==> src/rtl/zynet_pkg.sv <==
// Shared definitions for the ZyNet frame sequencer.
// Holds the sequencer state encoding, the default geometry constants and a
// helper that sizes index fields safely for degenerate (size 1) cases.
package zynet_pkg;

    localparam int WORD_SIZE_DEF   = 16;
    localparam int OUTPUT_SIZE_DEF = 10;
    localparam int FRAME_LEN_DEF   = 64;

    typedef enum logic [2:0] {
        IDLE,
        START,
        WAIT_RDY,
        STREAM,
        WAIT_RES,
        DRAIN
    } state_t;

    // Width of an index over n items; never zero so ports stay legal.
    function automatic int idx_width(input int n);
        return (n > 1) ? $clog2(n) : 1;
    endfunction

endpackage

==> src/rtl/zynet_result_serializer.sv <==
// Captures the CNN result vector and presents it one word at a time.
// Ports:
//   clk_i, reset_i : clock, synchronous active-high reset
//   load_i         : capture vec_i and restart at word 0
//   vec_i          : packed result vector, word 0 in the LSBs
//   yumi_i         : current word consumed, advance to the next one
//   data_o         : currently selected word
//   index_o        : index of the currently selected word
//   last_o         : the selected word is the final one
module zynet_result_serializer
    import zynet_pkg::*;
#(
    parameter int WORD_SIZE   = WORD_SIZE_DEF,
    parameter int OUTPUT_SIZE = OUTPUT_SIZE_DEF,
    parameter int IDX_W       = idx_width(OUTPUT_SIZE)
) (
    input  logic                             clk_i,
    input  logic                             reset_i,
    input  logic                             load_i,
    input  logic [OUTPUT_SIZE*WORD_SIZE-1:0] vec_i,
    input  logic                             yumi_i,
    output logic [WORD_SIZE-1:0]             data_o,
    output logic [IDX_W-1:0]                 index_o,
    output logic                             last_o
);

    logic [OUTPUT_SIZE-1:0][WORD_SIZE-1:0] words_q;
    logic [IDX_W-1:0]                      idx_q;

    // The capture register only changes on load, so the words stay stable
    // for the whole drain no matter what the CNN drives afterwards.
    always_ff @(posedge clk_i) begin
        if (reset_i) begin
            words_q <= '0;
            idx_q   <= '0;
        end else if (load_i) begin
            words_q <= vec_i;
            idx_q   <= '0;
        end else if (yumi_i) begin
            // Wrap to 0 after the last word so the index idles at zero.
            idx_q <= last_o ? '0 : idx_q + 1'b1;
        end
    end

    assign last_o  = (idx_q == IDX_W'(OUTPUT_SIZE - 1));
    assign data_o  = words_q[idx_q];
    assign index_o = idx_q;

endmodule

==> src/rtl/zynet_frame_sequencer.sv <==
// Sequences one frame through a CNN: pulses the CNN start, waits for the
// convolution engine, streams FRAME_LEN host samples into it, captures the
// result vector and serializes it back to the host word by word.
// Ports:
//   clk_i, reset_i                       : clock, synchronous active-high reset
//   start_i, busy_o, done_o              : host control / status
//   data_i, valid_i, ready_o             : host sample stream in
//   cnn_start_o, cnn_conv_ready_i        : CNN start / convolution ready
//   cnn_data_o, cnn_valid_o, cnn_ready_i : CNN sample stream out
//   cnn_data_i, cnn_valid_i, cnn_yumi_o  : CNN result vector in
//   data_o, index_o, valid_o, yumi_i     : serialized result stream out
module zynet_frame_sequencer
    import zynet_pkg::*;
#(
    parameter int WORD_SIZE   = WORD_SIZE_DEF,
    parameter int OUTPUT_SIZE = OUTPUT_SIZE_DEF,
    parameter int FRAME_LEN   = FRAME_LEN_DEF
) (
    input  logic                               clk_i,
    input  logic                               reset_i,
    input  logic                               start_i,
    output logic                               busy_o,
    output logic                               done_o,
    input  logic [WORD_SIZE-1:0]               data_i,
    input  logic                               valid_i,
    output logic                               ready_o,
    output logic                               cnn_start_o,
    input  logic                               cnn_conv_ready_i,
    output logic [WORD_SIZE-1:0]               cnn_data_o,
    output logic                               cnn_valid_o,
    input  logic                               cnn_ready_i,
    input  logic [OUTPUT_SIZE*WORD_SIZE-1:0]   cnn_data_i,
    input  logic                               cnn_valid_i,
    output logic                               cnn_yumi_o,
    output logic [WORD_SIZE-1:0]               data_o,
    output logic [idx_width(OUTPUT_SIZE)-1:0]  index_o,
    output logic                               valid_o,
    input  logic                               yumi_i
);

    localparam int CNT_W = idx_width(FRAME_LEN);

    state_t           state_q, state_d;
    logic [CNT_W-1:0] cnt_q;
    logic             sample_hs;
    logic             sample_last;
    logic             res_last;
    logic             res_yumi;

    assign sample_hs   = (state_q == STREAM) && valid_i && cnn_ready_i;
    assign sample_last = (cnt_q == CNT_W'(FRAME_LEN - 1));
    // Host yumi only counts while a word is actually being offered.
    assign res_yumi    = (state_q == DRAIN) && yumi_i;

    always_ff @(posedge clk_i) begin
        if (reset_i) begin
            state_q <= IDLE;
            cnt_q   <= '0;
        end else begin
            state_q <= state_d;
            if (sample_hs)
                cnt_q <= sample_last ? '0 : cnt_q + 1'b1;
        end
    end

    always_comb begin
        state_d     = state_q;
        cnn_start_o = 1'b0;
        cnn_valid_o = 1'b0;
        ready_o     = 1'b0;
        cnn_yumi_o  = 1'b0;
        valid_o     = 1'b0;
        done_o      = 1'b0;
        unique case (state_q)
            IDLE: begin
                if (start_i)
                    state_d = START;
            end
            START: begin
                cnn_start_o = 1'b1;
                state_d     = WAIT_RDY;
            end
            WAIT_RDY: begin
                if (cnn_conv_ready_i)
                    state_d = STREAM;
            end
            STREAM: begin
                cnn_valid_o = valid_i;
                ready_o     = cnn_ready_i;
                if (sample_hs && sample_last)
                    state_d = WAIT_RES;
            end
            WAIT_RES: begin
                // Capture and acknowledge the vector in the same cycle.
                cnn_yumi_o = cnn_valid_i;
                if (cnn_valid_i)
                    state_d = DRAIN;
            end
            DRAIN: begin
                valid_o = 1'b1;
                if (yumi_i && res_last) begin
                    done_o  = 1'b1;
                    state_d = IDLE;
                end
            end
            default: state_d = IDLE;
        endcase
    end

    assign busy_o     = (state_q != IDLE);
    assign cnn_data_o = data_i;

    zynet_result_serializer #(
        .WORD_SIZE   (WORD_SIZE),
        .OUTPUT_SIZE (OUTPUT_SIZE)
    ) u_ser (
        .clk_i   (clk_i),
        .reset_i (reset_i),
        .load_i  (cnn_yumi_o),
        .vec_i   (cnn_data_i),
        .yumi_i  (res_yumi),
        .data_o  (data_o),
        .index_o (index_o),
        .last_o  (res_last)
    );

endmodule

==> config.mk <==
export PLATFORM = sky130hd
export DESIGN_NAME = zynet_frame_sequencer
export DESIGN_NICKNAME = d
export VERILOG_FILES = /design/src/rtl/zynet_pkg.sv /design/src/rtl/zynet_result_serializer.sv /design/src/rtl/zynet_frame_sequencer.sv
export SDC_FILE = /design/constraint.sdc
export NUM_CORES = 1
export LEC_CHECK = 0
export CAP_MARGIN = 40
export CORE_ASPECT_RATIO = 0.5
export CORE_UTILIZATION = 30
export CTS_CLUSTER_SIZE = 28
export DETAILED_ROUTE_END_ITERATION = 8
export SLEW_MARGIN = 20
export SYNTH_ARGS = -nofsm -noshare
export SYNTH_HDL_FRONTEND = slang
export SYNTH_SLANG_ARGS = --single-unit
==> constraint.sdc <==
create_clock -name clk_i -period 3.8 [get_ports clk_i]
set_input_delay 0.76 -clock clk_i [delete_from_list [all_inputs] [get_ports clk_i]]
set_output_delay 0.76 -clock clk_i [all_outputs]
set_load 0.05 [all_outputs]
# Yosys cells after proc, flatten, opt, wreduce, memory -nomap -nowiden
# Cells that the tools add are included.
# totals
regBits	173
mem_bits_ro	0
latch_bits	0
mem_bits_rw	0
elab_cells	54
mem_count	0
# classes
reduce_logical	9
add_sub_neg	2
magnitude_cmp	1
shifts	0
eq_ne	12
mul	0
muxes	17
bitwise	0
div_mod_pow	0
# op_table
operator	n
$bmux 16 s4	1
$pmux 3 s6	1
$mux 16	1
$mux 3	5
$mux 1	7
$add 6x1->6 const B	1
$eq 3x2->1 const B	2
$eq 3x3->1 const B	2
$eq 6x6->1 const B	1
$mux 6	1
$ne 2x2->1 const B	3
$logic_and 1x1->1	5
$lt 4x5->1 const B	1
$reduce_and 5->1	1
$add 4x1->4 const B	1
$eq 4x4->1 const B	1
$mux 4	1
$ne 2x1->1 const B	2
$eq 3x1->1 const B	1
$logic_not 3->1	1
$reduce_bool 3->1	1
$reduce_or 2->1	1

# Longest topological paths before layout
# logic_depth
word_depth	6
mapped_depth	8
ltp_nobuf	5

# By module
# Synthesis repeated with hierarchy kept, for this count alone.
# hier_totals
hier_cells	763
hier_area_um2	7807.5
# modules_own_cells
mod	area_per_inst_um2	instances	cells_per_inst
zynet_result_serializer	7183.1	1	688
zynet_frame_sequencer	624.3	1	75

# Worst setup path before layout
# OpenSTA, ideal clock, no wires.
# synth_path
path_kind	reg2out
start	register u_ser.idx_q[0] (netlist: u_ser.index_o[0])
end	output port data_o[10]
setup_slack_ns	0.827
required_ns	3.040
stages_incl_launch_ff	7
t_arrival_ns	2.213
n_path_buf	4
path_cell_list	dfxtp_1 > buf_6 > buf_6 > buf_4 > buf_4 > mux2i_1 > o21ai_1
# synth_via
elab_chain_len	2
# synth_rtl
item	line	source
from (decl)	zynet_result_serializer.sv:28	logic [IDX_W-1:0] idx_q;
from (signal assigned)	zynet_result_serializer.sv:41	idx_q <= last_o ? '0 : idx_q + 1'b1;
$bmux 16 s4	zynet_result_serializer.sv:46	assign data_o = words_q[idx_q];
$mux 16 (not written as such)	zynet_result_serializer.sv:46	
to (decl)	zynet_frame_sequencer.sv:35	output logic [WORD_SIZE-1:0] data_o,
# No other way between the ends. The select of a mux whose other input is x is not followed.

# Worst setup path in the final report
# layout_path
start	register u_ser.idx_q[0] (netlist: u_ser.index_o[0])
end	output port data_o[4]
# The elaborated chain is that of the path after synthesis.

==> results.cfg <==
[outcome]
outcome = finished, final reports clean

[global_route]
grt.total_usage = 0.181
first_global_vias = 6492
antenna_found_initial = 0
grt_pass1_wl_um = 35800
grt_max_degree = 161
grt_overflow_total = 0

[route]
drt-pass1-iter-count = 5
drc = 0
ant_nets = 0
drt_iter0_markers = 617
vias = 6677
wl_per_cell_um = 16.7
wl_um = 23000
viasPerCell = 4.84

[min_path]
min_to = u_ser.words_q[47]$_SDFFE_PP0P_
min_path_cells = 2
min_from = u_ser.words_q[47]$_SDFFE_PP0P_
min_path_type = reg -> reg

[logic_synthesis]
seq_area_frac_synth = 0.459
synthXorXnorAreaFrac = 0.00812
mappedNetlistNets = 1078
synth_fa_ha_area_frac = 0.00166
muxShareOfSynthArea = 0.122
synth_seq_cells = 173
avgSynthCellArea_um2 = 8.45
synth_top_family_by_area = simple AND/OR/NAND/NOR gates
yosysTopAreaCell = dfxtp_1
synth_area_leaders = dfxtp_1 (46%), nand2_1 (16%), a21oi_1 (11%), mux4_2 (9.5%), buf_4 (3.6%)
synth-compound-area-share = 0.144
ys_warn_count = 0
synth.distinct_cells = 38
syn_inst = 893
synth.top_cell.area_share = 0.459
synthesis.area_um2 = 7550
synthSimpleGateAreaFrac = 0.193

[sta]
rsz0062_at_grt = false
max_slew_margin = 0.449
finalHoldViolCount = 0
fin_ws_ns = 0.515
drv_slew = 0
setup_viol = 0
min_period_ns = 3.28
skew_ns = 0.0127
finalCritPeriodShare = 0.864
fmaxAchievable_ghz = 0.304
worst_pin_slew_ns = 0.827
finalSetupTns_ns = 0

[critical_path]
crit_top_cell = buf_4
worst-path-buf-inv = 2
worstSetupPathType = reg -> out
critPathArrivalTime_ns = 2.52
r2r_slack_ns = 1.86
startpoint = u_ser.index_o[0]$_SDFFE_PP0P_
cp_slowest_cell = dfxtp_4
reg2reg_to = state_q[2]$_SDFFE_PP0P_
cpPeakStageDelay_ns = 0.70
rr_worst_depth = 5
r2r-start = u_ser.index_o[1]$_SDFFE_PP0P_
worst_setup_path_end_kind = primary output
worstPathMaxFanout = 28
worstPathCellList = buf_4 > mux4_2 > a22oi_1 > o21ai_1 > buf_4
worstPathRequired_ns = 3.04
path_delay_family = flip-flops
crit_path_start_kind = register

[power_and_ir_drop]
leakage_nw = 3.28
combPwrFrac = 0.165
p_switching_w = 0.00122
ir_drop_uv = 330
powerDensity_nw_per_um2 = 443
p_int_w = 0.00324
power_frac_seq = 0.449
switching_share = 0.274
p_clk_frac = 0.386

[finish]
fillCellCount = 2457
layout-drive-gt1-share = 0.0958
multi_input_area_um2 = 3550
syn2layout_area_growth_pct = 33.5
fin_util = 0.414
nets = 1216
diodes = 0
regArea_um2 = 3470

[die]
die_h_um = 114
die_w_um = 226
row_count = 40
io_pins = 227
coreArea_um2 = 24300
die_area_um2 = 25800
initial_core_util = 0.310

[placed_design]
dpl_worst_slack_ns = 0.519
gp_congestion = 0.848
dp_hpwl_um = 16300
port_buffers = 194

[clocking]
cts_resized = 0
cts_buffers = 17
clock_sinks = 173
cts_htree_levels = 4
cts_setup_buffers = 0
cts_tree = yes
clock_latency_ns = 0.44
ctsHoldBuffers = 0
clock_path_buffers = 2
root_buffer = clkbuf_16
clk_pin_slew_worst_paths_ns = 0.06

[flow_run]
maxCapViolCount = 0
power by group through the flow:
stage | Combinational, W | Sequential [W] | Clock (W)
after detailed placement | 0.000740 | 0.00204 | 0
final | 0.000735 | 0.00200 | 0.00172
after floorplan | 0.000511 | 0.00200 | 0
after CTS | 0.000742 | 0.00200 | 0.00175
after global placement | 0.000732 | 0.00204 | 0
after global routing | 0.000801 | 0.00202 | 0.00183
synthesized netlist by cell type:
| cell type | instances |
|---|---|
| nand2_1 | 324 |
| dfxtp_1 | 173 |
| a21oi_1 | 163 |
| buf_4 | 36 |
| mux4_2 | 32 |
| clkbuf_1 | 30 |
| mux2i_1 | 20 |
| o21ai_1 | 18 |
| a22oi_1 | 16 |
| buf_2 | 16 |
| nor2_1 | 9 |
| buf_6 | 6 |
| nor3_1 | 6 |
| xor2_1 | 5 |
| and3_1 | 4 |
| nand4_1 | 4 |
| and2_1 | 3 |
| nor2b_1 | 3 |
| a211oi_1 | 2 |
| and3b_1 | 2 |
| nand3_2 | 2 |
| or3_1 | 2 |
| xnor2_1 | 2 |
| a21o_1 | 1 |
| a221oi_2 | 1 |
| a41o_1 | 1 |
| and4_1 | 1 |
| buf_1 | 1 |
| ha_1 | 1 |
| inv_1 | 1 |
| inv_2 | 1 |
| nand2b_1 | 1 |
| nand3_1 | 1 |
| nor2_2 | 1 |
| nor4_1 | 1 |
| o211ai_1 | 1 |
| o21a_1 | 1 |
| or3b_1 | 1 |
tightest hold or removal path, delay by kind of cell (launching register included):
| family | cells | cell delay [ns] |
|---|---|---|
| flops | 1 | 0.31 |
| simple gates | 1 | 0.05 |
| compound gates | 1 | 0.05 |
through the flow:
| stage | area [um^2] | power [W] | instances | hold WS [ns] |
|---|---|---|---|---|
| global route | 10100 | 0.00465 | 1380 | 0.471 |
| CTS | 10100 | 0.00450 | 1380 | 0.452 |
| detailed placement | 9500 | 0.00278 | 1348 | 0.443 |
| global placement | 9500 | 0.00277 | 1348 | 0.441 |
| finish | 10100 | 0.00446 | 1380 | 0.451 |
| floorplan | 7550 | 0.00251 | 893 | 0.433 |
layout make-up:
type	count	area share
multi-input combinational	629	0.352
sequential	173	0.344
timing repair buffer	208	0.204
clock buffer	20	0.0433
tap	336	0.0417
clock inverter	12	0.0137
inverter	2	0.000994
layout by cell type (no fill, tap or decap), types with 2 or more instances in the layout:
| master | synthesis | layout |
|---|---|---|
| clkbuf_1 | 30 | 3 |
| buf_4 | 36 | 28 |
| clkinv_4 | 0 | 4 |
| clkinvlp_4 | 0 | 2 |
| or3_1 | 2 | 2 |
| clkbuf_16 | 0 | 17 |
| buf_12 | 0 | 4 |
| xor2_1 | 5 | 5 |
| nand2_1 | 324 | 324 |
| mux4_2 | 32 | 32 |
| dfxtp_1 | 173 | 171 |
| and2_1 | 3 | 3 |
| nor2b_1 | 3 | 3 |
| xnor2_1 | 2 | 2 |
| bufinv_16 | 0 | 2 |
| nand4_1 | 4 | 4 |
| and3b_1 | 2 | 2 |
| clkdlybuf4s50_1 | 0 | 176 |
| a211oi_1 | 2 | 2 |
| o21ai_1 | 18 | 18 |
| and3_1 | 4 | 4 |
| mux2i_1 | 20 | 20 |
| nor3_1 | 6 | 6 |
| clkinv_2 | 0 | 2 |
| nor2_1 | 9 | 9 |
| a21oi_1 | 163 | 163 |
| a22oi_1 | 16 | 16 |
| inv_6 | 0 | 2 |
logic make-up after synthesis:
logic type      Yosys count
fa+ha+maj                 1
mux                      52
flops                   173
xor+xnor                  7
compound gates          204
simple gates            365
buf+inv                  91
layer usage:
layer  vias to the layer above  wire, um  track usage
li1                       3274         -            -
met4                         0       404       0.0568
met2                       135     11200        0.302
met5                         -         0            0
met3                        32       840       0.0352
met1                      3236     10500        0.237
worst max path at each step:
stage	to	slack [ns]	cells after the start
5_1_grt	data_o[4]	0.29	5
3_5_place_dp	done_o	0.52	4
4_1_cts	data_o[4]	0.45	5
3_3_place_gp	done_o	0.52	4
2_1_floorplan	data_o[10]	0.83	6
6_report	data_o[4]	0.52	5
registers in the layout, summed over array words and instances, names as in the netlist:
name           cells
cnt_q              6
state_q            3
u_ser.index_o      4
u_ser.words_q    160
(Power assumes the default switching activity.)
